--- src/rtl/regfile_writeback.sv ---
// Per-thread write-back FIFO feeding the register file write port; drains one entry per UPDATE cycle.
// Publishes a busy mask and a RAW-hazard flag for registers with writes still pending.
module regfile_writeback #(
  parameter int DATA_BITS = 8,
  parameter int DEPTH     = 4
) (
  input  logic                   clk,
  input  logic                   reset,
  input  logic                   enable,
  input  logic                   flush,
  input  logic [2:0]             core_state,
  input  logic                   wr_valid,
  output logic                   wr_ready,
  input  logic [3:0]             wr_rd,
  input  logic [1:0]             wr_mux,
  input  logic [DATA_BITS-1:0]   alu_out,
  input  logic [DATA_BITS-1:0]   lsu_out,
  input  logic [DATA_BITS-1:0]   imm,
  input  logic [3:0]             rs_address,
  input  logic [3:0]             rt_address,
  output logic                   wb_write_enable,
  output logic [3:0]             wb_rd_address,
  output logic [1:0]             wb_input_mux,
  output logic [DATA_BITS-1:0]   wb_data,
  output logic [15:0]            busy_mask,
  output logic                   hazard,
  output logic [$clog2(DEPTH):0] count
);

  localparam int PW = $clog2(DEPTH);
  localparam int CW = PW + 1;
  localparam logic [2:0] UPDATE = 3'b110;

  logic [3:0]           r_rd   [DEPTH];
  logic [DATA_BITS-1:0] r_data [DEPTH];
  logic [PW-1:0]        r_wptr;
  logic [PW-1:0]        r_rptr;
  logic [CW-1:0]        r_count;

  logic                 w_accept;
  logic                 w_keep;
  logic                 w_drain;
  logic [DATA_BITS-1:0] w_sel;
  logic [CW-1:0]        w_count_nxt;
  logic [15:0]          w_busy;
  logic [PW-1:0]        w_off;

  assign wr_ready = enable & (r_count < CW'(DEPTH)) & ~flush;
  assign w_accept = wr_valid & wr_ready;
  // Writes to read-only R13..R15 or with an invalid source complete the handshake but are discarded.
  assign w_keep   = w_accept & (wr_rd < 4'd13) & (wr_mux != 2'b11);
  assign w_drain  = enable & ~flush & (r_count != '0) & (core_state == UPDATE);

  always_comb begin
    w_sel = alu_out;
    case (wr_mux)
      2'b01:   w_sel = lsu_out;
      2'b10:   w_sel = imm;
      default: w_sel = alu_out;
    endcase
  end

  always_comb begin
    w_count_nxt = r_count;
    if (w_keep && !w_drain)
      w_count_nxt = r_count + CW'(1);
    else if (!w_keep && w_drain)
      w_count_nxt = r_count - CW'(1);
  end

  // An entry is live when its distance from the read pointer is below the occupancy.
  always_comb begin
    w_busy = '0;
    w_off  = '0;
    for (int i = 0; i < DEPTH; i++) begin
      w_off = PW'(i) - r_rptr;
      if ({1'b0, w_off} < r_count)
        w_busy[r_rd[i]] = 1'b1;
    end
  end

  always_ff @(posedge clk or negedge reset) begin
    if (!reset) begin
      r_wptr  <= '0;
      r_rptr  <= '0;
      r_count <= '0;
      for (int i = 0; i < DEPTH; i++) begin
        r_rd[i]   <= '0;
        r_data[i] <= '0;
      end
    end else if (flush) begin
      r_wptr  <= '0;
      r_rptr  <= '0;
      r_count <= '0;
    end else begin
      if (w_keep) begin
        r_rd[r_wptr]   <= wr_rd;
        r_data[r_wptr] <= w_sel;
        r_wptr         <= r_wptr + PW'(1);
      end
      if (w_drain)
        r_rptr <= r_rptr + PW'(1);
      r_count <= w_count_nxt;
    end
  end

  assign wb_write_enable = w_drain;
  assign wb_rd_address   = r_rd[r_rptr];
  assign wb_data         = r_data[r_rptr];
  assign wb_input_mux    = 2'b10;
  assign busy_mask       = w_busy;
  assign hazard          = w_busy[rs_address] | w_busy[rt_address];
  assign count           = r_count;

endmodule

--- config.mk ---
export PLATFORM = sky130hd
export DESIGN_NAME = regfile_writeback
export DESIGN_NICKNAME = d
export VERILOG_FILES = /design/src/rtl/regfile_writeback.sv
export SDC_FILE = /design/constraint.sdc
export NUM_CORES = 1
export LEC_CHECK = 0
export CAP_MARGIN = 20
export CORE_MARGIN = 4
export CORE_UTILIZATION = 30
export DETAILED_ROUTE_END_ITERATION = 7
export PLACE_DENSITY = 0.5
export SLEW_MARGIN = 20
export SYNTH_ARGS = -nofsm -noshare
export SYNTH_HDL_FRONTEND = slang
export SYNTH_SLANG_ARGS = --single-unit
--- constraint.sdc ---
create_clock -name clk -period 3.5 [get_ports clk]
set_input_delay 0.7 -clock clk [delete_from_list [all_inputs] [get_ports clk]]
set_output_delay 0.7 -clock clk [all_outputs]
set_load 0.005 [all_outputs]
Word level (Yosys, flattened, before mapping). Index checks and enable logic that the tools add are counted.

Equal/unequal tests: 4. Bitwise logic cells: 15. Magnitude comparators: 19. Reductions and logical operators: 14. Mux-type cells: 36. Add/sub/neg operators: 8.

Operators with widths (count): 2-to-1 mux 16 bit (4); bitwise OR 16 bit (3); bitwise mux 32 bit (1); < comparator 4 x 5 -> 1 bit (second input constant) (6); 2-to-1 mux 8 bit (3); binary-select mux 8 bit (select 2 bit) (1); bitwise mux 16 bit (1); demux 1 bit (select 4 bit) (4); demux 8 bit (select 2 bit) (1); >= comparator 4 x 1 -> 1 bit (second input constant) (4); case mux 8 bit (2 select lines) (1); < comparator 2 x 3 -> 1 bit (4); 2-to-1 mux 4 bit (3); 2-to-1 mux 3 bit (3); bitwise AND 1 bit (8); binary-select mux 1 bit (select 4 bit) (2); binary-select mux 4 bit (select 2 bit) (1); demux 4 bit (select 2 bit) (1); 2-to-1 mux 2 bit (4); logical AND 1 bit (7); >= comparator 3 bit (second input constant) (2); 2-to-1 mux 1 bit (6); NOT 2 -> 3 bit (2); nonzero test 3 bit (2); other kinds (17) (22).

Register bits after elaboration: 55. Output and inout port bits: 36. Word-level logic and storage cells: 107. Input bits: 46.

Depth between registers and ports, before layout.
Depth in word-level cells: 14. Mapped depth: 12. Depth with buffers taken out: 10.

Least setup slack after synthesis. OpenSTA, ideal clock, no wires.

Kind: reg2out. Start: reg r_rptr[0]. End: out hazard. Slack: -319 ps. Path buffers: 2. Stages on the path, launching flop included: 13. Arrival time: 3119 ps. Required time: 2800 ps. Cell sequence: dfrtp_1 buf_6 buf_1 xor2_1 inv_1 ha_1 nand2b_1 o2111ai_4 o22ai_1 or3_4 mux4_2 a311oi_1 o211ai_1.

Longest elaborated chain between the ends: 12. Elaborated cells on any way between the ends: 20. Classes of those cells: add/sub (4); order compare (4); mux (8); bitwise (4).

Ends and longest elaborated chain: start: declaration (RTL line 37) `logic [PW-1:0] r_rptr;`; start signal: assignment (RTL line 102) `r_rptr <= r_rptr + PW'(1);`; subtractor 1 x 2 -> 2 bit (RTL line 76) `w_off = PW'(i) - r_rptr;`; < comparator 2 x 3 -> 1 bit (RTL line 77) `if ({1'b0, w_off} < r_count)`; 2-to-1 mux 16 bit (RTL line 77); bitwise OR 16 bit (no line); 2-to-1 mux 16 bit (RTL line 77); bitwise OR 16 bit (no line); 2-to-1 mux 16 bit (RTL line 77); bitwise OR 16 bit (no line); 2-to-1 mux 16 bit * (RTL line 77); via busy_mask[8] (RTL line 25) `output logic [15:0] busy_mask,`; binary-select mux 1 bit (select 4 bit) (RTL line 112) `assign hazard = w_busy[rs_address] | w_busy[rt_address];`; 2-to-1 mux 1 bit (not written as such) (RTL line 112); bitwise OR 1 bit * (RTL line 112); end: declaration (RTL line 26) `output logic hazard,`.

Mark *: on every way through the listed nets, which the timed path passes. The rest lies on a longest branch. The select of a mux whose other input is x is not followed.

Worst setup path in the final report.
Start: reg r_rptr[1]. End: out hazard.

Longest elaborated chain between the ends: 12. Elaborated cells on any way between the ends: 20. Classes of those cells: add/sub (4); order compare (4); mux (8); bitwise (4).

Ends and longest elaborated chain (RTL line): subtractor 1 x 2 -> 2 bit (76); < comparator 2 x 3 -> 1 bit (77); 2-to-1 mux 16 bit (77); bitwise OR 16 bit (no line); 2-to-1 mux 16 bit (77); bitwise OR 16 bit (no line); 2-to-1 mux 16 bit (77); bitwise OR 16 bit (no line); 2-to-1 mux 16 bit * (77); binary-select mux 1 bit (select 4 bit) (112); 2-to-1 mux 1 bit (not written as such) (112); bitwise OR 1 bit * (112).

Every way passes the cells marked *; elsewhere a longest branch is shown, timed or not. The select of a mux whose other input is x is not followed.

==> results.json <==
{
  "cts_tree": "built",
  "area_growth_pct": 40.13,
  "hpwlAfterDp_um": 9617,
  "hold_slack_ns": 0.4479,
  "rows": 42,
  "wl_met3_um": 729,
  "powerDensity_mw_per_mm2": 349.0,
  "worst_pin_slew_ns": 0.6976,
  "clockRootBuffer": "clkbuf_16",
  "syn-instance-count": 382,
  "fillers": 1279,
  "synth_cell_types": 67,
  "synthArstFlopShare_pct": 100.0,
  "crit_chain": "xor2_2 -> inv_2 -> ha_4 -> nand2b_4 -> o2111ai_4 -> o21bai_1 -> or3_4 -> mux4_2 -> a211oi_2 -> o211ai_1 -> buf_2",
  "hold_path_class": "primary input to asynchronous set/reset pin",
  "grt_start_max_net_pins": 31,
  "synth_area_leaders": "dfrtp_1 (34%), mux2_2 (14%), mux4_2 (8.4%), ha_1 (3.4%), o2111a_1 (2.2%)",
  "wire_per_inst_um": 17.56,
  "period_minus_slack_ns": 3.718,
  "max_cap_viol_count": 0,
  "chipHeight_um": 123.9,
  "core_area_mm2": 0.01319,
  "worstPathArrival_ns": 3.02,
  "cts_sinks": 55,
  "crit_type": "register to output pin",
  "critical_path_buf_inv_count": 2,
  "die_w_um": 123.9,
  "synth-edff-count": 0,
  "yosysSeqAreaShare_pct": 34.14,
  "insertion_delay_ns": 0.29,
  "cp.required_ns": 2.80,
  "overflow": 0,
  "synth_common_cells": "dfrtp_1 (55), mux2_2 (49), inv_1 (23), nand2_1 (23), nor2_1 (20)",
  "netlist_area_mm2": 0.004031,
  "finish.utilization_pct": 42.83,
  "status": "complete, but fails checks",
  "port_buffers": 79,
  "critical-path-max-stage-delay_ns": 0.47,
  "finalCritPeriodShare_pct": 106.2,
  "track_usage_pct": 15.63,
  "io_pins": 82,
  "synth_area_per_cell_um2": 10.55,
  "h-tree-depth": 2,
  "drtIter0Drc": 169,
  "maxSlewViolCount": 0,
  "nets": 561,
  "synth_top_cell_by_area": "dfrtp_1",
  "crit_family": "compound AO/OA/AOI/OAI gates",
  "cp-end-kind": "output pin",
  "start_kind": "register",
  "max_freq_ghz": 0.2690,
  "yosysTopAreaCellShare_pct": 34.14,
  "crit_path_top_delay_cell": "mux4_2",
  "p_total_mw": 1.972,
  "finalSetupTns_ns": -0.2177,
  "numCtsBuffers": 5,
  "grt_pass1_vias": 3584,
  "antenna_cells": 0,
  "drive_gt1_share_pct": 35.32,
  "first_pass_iters": 4,
  "relSlewSlack_pct": 53.49,
  "wl_met2_um": 5845,
  "finalSetupViolCount": 1,
  "vias": 3566,
  "clk_pin_slew_ns": 0.07,
  "crit_fanout": 4,
  "ant_nets": 0,
  "rsz0062_at_grt": "true",
  "vias_per_cell": 5.244,
  "grt_antenna_before_repair": 0,
  "irDropWorstVdd_mv": 0.2480,
  "syn_nets": 440,
  "wirelength_met1_um": 5130,
  "design.die.area_mm2": 0.01536,
  "violations": "setup timing",
  "yosys_warnings": 0,
  "routed_wl_um": 11940,
  "p_leak_nw": 2.433,
  "start_util_pct": 30.56,
  "yosysMostFrequentCell": "dfrtp_1",
  "clock_path_buffers": 2,
  "drc": 0,
  "final.setup_skew_ns": 0.004026,
  "ys.flop_type": "dfrtp_1",
  "fin_ws_ns": -0.2177,
  "route.top_layer_used": "met4",
  "globalplace.congestion": 0.8734,
  "synth_seq_cells": 55,
  "hold_viol": 0,
  "grt_pass1_wl_um": 18640,
  "dp_slack_ns": -0.3510
}
-- cell usage in the layout (no fill, tap or decap), drive strengths merged, types with 2 or more instances in the layout --
master	synthesis	layout
clkdlybuf4s50	0	76
buf	7	59
dfrtp	55	55
mux2	49	49
nand2	23	23
inv	23	23
nor2	20	20
mux4	15	15
o22ai	13	13
nand2b	13	13
or3	13	13
o21ai	12	12
ha	11	11
nor3	10	10
a22oi	10	10
o2111a	8	8
or2	8	8
o2111ai	8	8
o211ai	6	6
clkbuf	15	6
nor2b	6	6
nand4	4	4
o311ai	4	4
nand3	4	4
and2	4	4
a211oi	4	4
a21oi	3	3
xnor2	3	3
nand3b	2	2
nor3b	2	2
and4b	2	2
conb	2	2
xor2	2	2
-- report_power, final --
| group | leakage, nW | total, mW | switching (mW) | internal (mW) |
|---|---|---|---|---|
| Clock | 0.0868 | 0.582 | 0.226 | 0.356 |
| Sequential | 0.738 | 0.797 | 0.0808 | 0.716 |
| Combinational | 1.61 | 0.593 | 0.243 | 0.351 |
| Total | 2.43 | 1.97 | 0.549 | 1.42 |
-- per-layer routing --
layer	global-route usage (%)	up-vias
li1	-	1678
met1	19.38	1757
met2	27.21	118
met3	4.042	13
met4	3.765	0
met5	0	-
-- metrics by stage --
step | area, µm² | cells
2_1_floorplan | 4056 | 382
3_3_place_gp | 5344 | 670
3_5_place_dp | 5344 | 670
4_1_cts | 5597 | 679
5_1_grt | 5649 | 680
6_report | 5649 | 680
-- final cells by class --
class	count	area [µm²]	share of cell area (%)
Multi-Input combinational cell	282	2580	45.67
Sequential cell	55	1378	24.39
Timing Repair Buffer	136	1211	21.44
Tap cell	176	220.2	3.898
Clock buffer	6	138.9	2.458
Inverter	23	86.33	1.528
Clock inverter	2	35.03	0.6202
-- final timing paths --
kind	slack [ns]	start	endpoint	depth (start not counted)
max	-0.22	r_rptr[1]	hazard	11
min	0.45	reset	r_data[10]	1
max reg2reg	1.17	count[2]	count[1]	6
min reg2reg	0.50	r_data[13]	r_data[13]	1
max in group asynchronous	2.26	reset	r_data[12]	2
min in group clk	0.50	r_data[13]	r_data[13]	1
-- state kept, by name, summed over array words and instances, names as in the netlist --
register,flops
r_wptr,2
r_rptr,2
r_rd,16
r_data,32
count,3
-- timing repair --
action	4_1_cts	5_1_grt
hold buffers	0	0
pin swaps	12	3
endpoints found under the setup margin	5	9
resized for setup	16	13
gates cloned	0	0
setup buffers	1	1
-- cell families (layout without fill, tap and decap cells) --
kind of cell | count (synthesis) | count (layout) | synth area share (%)
AO/OA/AOI/OAI | 80 | 80 | 16.76
XOR/XNOR | 5 | 5 | 1.086
adder cells (fa/ha/maj) | 12 | 12 | 3.911
buffers and inverters | 45 | 167 | 4.965
flip-flops | 55 | 55 | 34.14
multiplexers | 64 | 64 | 22.07
other | 2 | 2 | 0.1863
AND/OR/NAND/NOR | 119 | 119 | 16.88
Note: power is estimated with default switching activity, not from simulation.
